**src/rtl/stream_demux_2.sv**
```systemverilog
// Registered 1-to-2 stream demultiplexer: each beat is steered by in_sel into a
// one-entry holding register per output, with a per-output delivered-beat counter.

module stream_demux_2_slot #(
  parameter int WIDTH = 8,
  parameter int CNT_W = 8
) (
  input  logic             clk,
  input  logic             rst,
  input  logic             load_i,
  input  logic [WIDTH-1:0] data_i,
  input  logic             ready_i,
  output logic [WIDTH-1:0] data_o,
  output logic             valid_o,
  output logic [CNT_W-1:0] cnt_o,
  output logic             free_o
);
  typedef enum logic {EMPTY = 1'b0, FULL = 1'b1} state_e;

  state_e           state_q, state_d;
  logic [WIDTH-1:0] data_q, data_d;
  logic [CNT_W-1:0] cnt_q, cnt_d;
  logic             del;

  assign del = (state_q == FULL) & ready_i;

  always_comb begin
    state_d = state_q;
    data_d  = data_q;
    cnt_d   = cnt_q;
    if (del) cnt_d = cnt_q + CNT_W'(1);
    // A load while draining keeps the slot FULL, giving bubble-free pass-through.
    if (load_i) begin
      data_d  = data_i;
      state_d = FULL;
    end else if (del) begin
      state_d = EMPTY;
    end
  end

  always_ff @(posedge clk) begin
    if (rst) begin
      state_q <= EMPTY;
      data_q  <= '0;
      cnt_q   <= '0;
    end else begin
      state_q <= state_d;
      data_q  <= data_d;
      cnt_q   <= cnt_d;
    end
  end

  assign data_o  = data_q;
  assign valid_o = (state_q == FULL);
  assign cnt_o   = cnt_q;
  assign free_o  = (state_q == EMPTY) | ready_i;
endmodule

module stream_demux_2 #(
  parameter int WIDTH = 8,
  parameter int CNT_W = 8
) (
  input  logic             clk,
  input  logic             rst,
  input  logic [WIDTH-1:0] in_data,
  input  logic             in_sel,
  input  logic             in_valid,
  output logic             in_ready,
  output logic [WIDTH-1:0] out0_data,
  output logic             out0_valid,
  input  logic             out0_ready,
  output logic [WIDTH-1:0] out1_data,
  output logic             out1_valid,
  input  logic             out1_ready,
  output logic [CNT_W-1:0] cnt0,
  output logic [CNT_W-1:0] cnt1
);
  localparam int NUM_OUT = 2;

  logic [NUM_OUT-1:0]            rdy_w, free_w, vld_w, load_w;
  logic [NUM_OUT-1:0][WIDTH-1:0] data_w;
  logic [NUM_OUT-1:0][CNT_W-1:0] cnt_w;

  assign rdy_w    = {out1_ready, out0_ready};
  // in_ready looks only at the selected slot, so a stalled output never blocks the other.
  assign in_ready = free_w[in_sel];

  for (genvar k = 0; k < NUM_OUT; k++) begin : g_slot
    assign load_w[k] = in_valid & in_ready & (in_sel == 1'(k));

    stream_demux_2_slot #(.WIDTH(WIDTH), .CNT_W(CNT_W)) u_slot (
      .clk     (clk),
      .rst     (rst),
      .load_i  (load_w[k]),
      .data_i  (in_data),
      .ready_i (rdy_w[k]),
      .data_o  (data_w[k]),
      .valid_o (vld_w[k]),
      .cnt_o   (cnt_w[k]),
      .free_o  (free_w[k])
    );
  end

  assign out0_data  = data_w[0];
  assign out1_data  = data_w[1];
  assign out0_valid = vld_w[0];
  assign out1_valid = vld_w[1];
  assign cnt0       = cnt_w[0];
  assign cnt1       = cnt_w[1];
endmodule

```
**config.mk**
```make
export PLATFORM = sky130hd
export DESIGN_NAME = stream_demux_2
export DESIGN_NICKNAME = d
export VERILOG_FILES = /design/src/rtl/stream_demux_2.sv
export SDC_FILE = /design/constraint.sdc
export NUM_CORES = 1
export LEC_CHECK = 0
export CORE_MARGIN = 2
export CORE_UTILIZATION = 47
export DETAILED_ROUTE_END_ITERATION = 7
export GPL_ROUTABILITY_DRIVEN = 0
export PLACE_DENSITY = 0.9
export SLEW_MARGIN = 25
export SYNTH_ARGS = -nofsm -noshare
export SYNTH_HDL_FRONTEND = slang
export SYNTH_SLANG_ARGS = --single-unit
```
**constraint.sdc**
```tcl
create_clock -name clk -period 2.1 [get_ports clk]
set_input_delay 0.42 -clock clk [delete_from_list [all_inputs] [get_ports clk]]
set_output_delay 0.42 -clock clk [all_outputs]
set_load 0.01 [all_outputs]
```
---- After elaboration in Yosys (flattened, before gate mapping) ----
Index checks and enable logic that the tools add are counted.
word-level totals
  register bits ........................... 34
  bits of input ports ..................... 14
  output and inout port bits .............. 35
  word-level logic and storage cells ...... 27
cells by class
  $add $sub $neg .......................... 2
  magnitude comparators ................... 1
  muxes and demuxes ....................... 6
  bitwise logic cells ..................... 10
  reduce and logical (&&, ||, !) cells .... 2
operators with widths
  cell                 count
  $add 8x1->8 const B  2
  $mux 1               6
  $and 1x1->1          5
  $reduce_bool 2->1    2
  $not 1->1            3
  $lt 1x2->1 const B   1
  $or 1x1->1           2

---- Logic depth before layout (Yosys ltp) ----
  depth in word-level cells ............... 7
  depth in mapped cells ................... 4
  mapped depth without buffers ............ 4

---- Hierarchy ----
Synthesis repeated with hierarchy kept, for this count alone.
second synthesis, totals
  cell total of the unflattened synthesis .. 147
  area total of the unflattened synthesis .. 1388.8 um^2
modules (own cells, without submodules)
  module               times used  cells each  area each (um^2)
  stream_demux_2_slot  2           72          678.2
  stream_demux_2       1           3           32.5

---- Worst setup path after synthesis ----
No wires, ideal clock.
  path type ............................... input-to-output
  start point ............................. in out0_ready
  end point ............................... out in_ready
  data arrival time ....................... 1031 ps
  data required time ...................... 1680 ps
  slack ................................... 649 ps
  cell stages on the path ................. 4
  buffers on the path ..................... 1
  path through ............................ nand2b_1 > clkbuf_1 > nor2_1 > a21oi_1
on the way
  longest elaborated chain between the ends .. 3
ends and longest elaborated chain
  what                                       RTL line  text
  start: declaration                         71        input logic out0_ready,
  $or 1x1->1                                 56        assign free_o = (state_q == EMPTY) | ready_i;
  $mux 1 (implied by the code) (2 in a row)  86        assign in_ready = free_w[in_sel];
  end: declaration                           68        output logic in_ready,
Every way passes these cells. The select of a mux whose other input is x is not followed.

---- Worst setup path after layout ----
  start point ............................. in out1_ready
  end point ............................... out in_ready
on the way
  longest elaborated chain between the ends .. 3
ends and longest elaborated chain
  what                                       RTL line  text
  start: declaration                         74        input logic out1_ready,
  $or 1x1->1                                 56
  $mux 1 (implied by the code) (2 in a row)  86
Every way passes these cells. The select of a mux whose other input is x is not followed.

==> flow_summary.yaml <==
setup_path:
  slowest_delay_ns: 0.49
  crit_path_max_fanout: 2
  cp.required_ns: 1.68
  crit_slowest_cell: "clkdlybuf4s50_1"
  path_cells: "clkdlybuf4s50_1 > and2b_1 > a21oi_1 > dlygate4sd2_1"
  worstSetupPathType: "primary input to output pin"
  end_kind: "output pin"
  worstPathArrival_ns: 1.57
  setup.worst_path.start_class: "primary input"
timing:
  hold_violations: 0
  fin_skew_ns: 0.00366
  rsz0062_at_grt: "false"
  period_needed_ns: 1.99
  finalSetupViolCount: 0
  hold_ws_ns: 0.482
  tightest_slew_ns: 0.468
  period_share: 0.948
  fmax_mhz: 502
  maxSlewViolCount: 0
  slew_headroom: 0.687
logic_synthesis:
  ys_seq_area_frac: 0.481
  synth.top_cell.area_share: 0.481
  synth_edf_count: 0
  synth_nets: 185
  syn-instance-count: 169
  synth.avg_cell_area_um2: 8.38
  synth_top_area_cell: "dfxtp_1"
  synthArstFlopShare: 0
  synth_common_cells: "34 x dfxtp_1, 29 x a21oi_1, 22 x nand3_1"
  ys_seq_elements: 34
  synth_most_common_cell: "dfxtp_1"
  synth_ff_type: "dfxtp_1"
  ys_warn_count: 0
  yosys-top-cells-area: "dfxtp_1 48%, a21oi_1 10%, nand3_1 7.8%"
  synth_area_mm2: 0.00142
  synth_cell_types: 22
floorplan:
  die_y_um: 58.9
  dieArea_mm2: 0.00347
  die_x_um: 58.9
  core_mm2: 0.00281
  start_util: 0.505
  rows: 19
  ios: 49
drt:
  wirelength_um: 3150
  drt_iter0_drc: 49
  drc: 3
  avgRoutedWirePerCell_um: 12.5
  vias: 1397
  firstDrtPassIters: 6
  vias_per_cell: 5.54
  final_antenna_net_count: 0
final_layout:
  finalNetCount: 237
  final_cell_area_mm2: 0.00199
  multi_input_comb_area_um2: 694
  regArea_um2: 681
  drive_gt1_frac: 0.0769
  num-fill-cells: 237
  areaGrowthSynthToFinish_pct: 40.7
  diodes: 0
clock_tree:
  cts_hold_buf: 0
  postCtsSetupBuffers: 0
  clock_latency_ns: 0.32
  postCtsResizedCells: 1
  cts.clk_slew.worst_paths_ns: 0.10
  clock_path_buffers: 2
  tritoncts: "yes"
  cts_buffers: 5
  htreeDepth: 2
  clock-sinks: 34
  root_buffer: "clkbuf_4"
power:
  powerDensity_mw_per_mm2: 574
  ir_drop_mv: 0.457
  p_leak_nw: 0.671
hold_path:
  hold_path.class: "register to register"
run_status:
  status: "complete, but fails checks"
  violations: "design-rule violations"
grt:
  antenna_found_initial: 0
  grt_usage: 0.189
  grt_overflow: 0
  grt_pass1_wl_um: 5020
  grt_start_max_net_pins: 19
  grt_pass1_vias: 1244
flow_run:
  max_cap_violations: 0
place:
  dpl_cell_area_mm2: 0.00195
  io_buffers: 48
  dp_hpwl_um: 2320
metrics by stage:
step	utilization	power, mW	setup WS, ns	TNS (ns)	cells
floorplan	-	0.747	0.649	0	169
global placement	0.694	0.831	-0.160	-0.160	245
detailed placement	0.694	0.832	-0.140	-0.140	245
CTS	0.711	1.15	0.0985	0	252
global route	0.711	1.19	0.0772	0	252
finish	0.711	1.14	0.109	0	252
report_power, final:
part           internal [mW]  switching [mW]
Combinational         0.0758          0.0647
Clock                  0.120           0.207
Sequential             0.663          0.0137
Total                  0.859           0.285
layer usage:
layer | global-route usage | share of wire | wire length [µm] | up-vias
met2 | 0.311 | 0.46 | 1460 | 41
li1 | - | - | - | 711
met4 | 0.0812 | 0.013 | 40 | 0
met3 | 0.0593 | 0.070 | 222 | 5
met1 | 0.228 | 0.45 | 1430 | 640
met5 | 0 | 0 | 0 | -
worst paths after layout:
path                                   start                         end  slack, ns  cells after the start
setup reg to reg    g_slot[1].u_slot.valid_o   g_slot[1].u_slot.cnt_o[7]       0.73                      3
hold / removal    g_slot[1].u_slot.data_o[6]  g_slot[1].u_slot.data_o[6]       0.48                      2
setup / recovery                  out1_ready                    in_ready       0.11                      4
hold reg to reg   g_slot[1].u_slot.data_o[6]  g_slot[1].u_slot.data_o[6]       0.48                      2
final cells by class:
type                       instances  area share
clock inverter                     2     0.00502
tap                               31      0.0195
multi-input combinational        124       0.348
inverter                           2     0.00377
clock buffer                       5      0.0188
sequential                        34       0.341
timing repair buffer              54       0.263
logic make-up (layout without fill, tap and decap cells):
logic type               Yosys count  after routing  share of synthesized area
AO/OA/AOI/OAI                     53             53                      0.194
XOR/XNOR                           4              4                     0.0247
adder cells (fa/ha/maj)            2              2                     0.0177
buffers and inverters             11             63                     0.0292
flip-flops                        34             34                      0.481
multiplexers                       2              2                     0.0159
AND/OR/NAND/NOR                   63             63                      0.238
registers in the layout, summed over array words and instances, names as in the netlist:
| signal | count |
|---|---|
| g_slot.u_slot.cnt_o | 16 |
| g_slot.u_slot.data_o | 16 |
| g_slot.u_slot.valid_o | 2 |
layout by cell type (no fill, tap or decap), drive strengths merged, types with 5 or more instances in the layout:
cell	count
buf	6
dfxtp	34
nor2	9
clkdlybuf4s50	47
o21ai	20
nand3	24
a21oi	29
nand2	9
clkbuf	5
critical path: cells and delay by family:
family	cells	cell delay (ns)
compound gates	1	0.17
buf+inv	2	0.78
simple gates	1	0.20
Note: power is estimated with default switching activity, not from simulation.
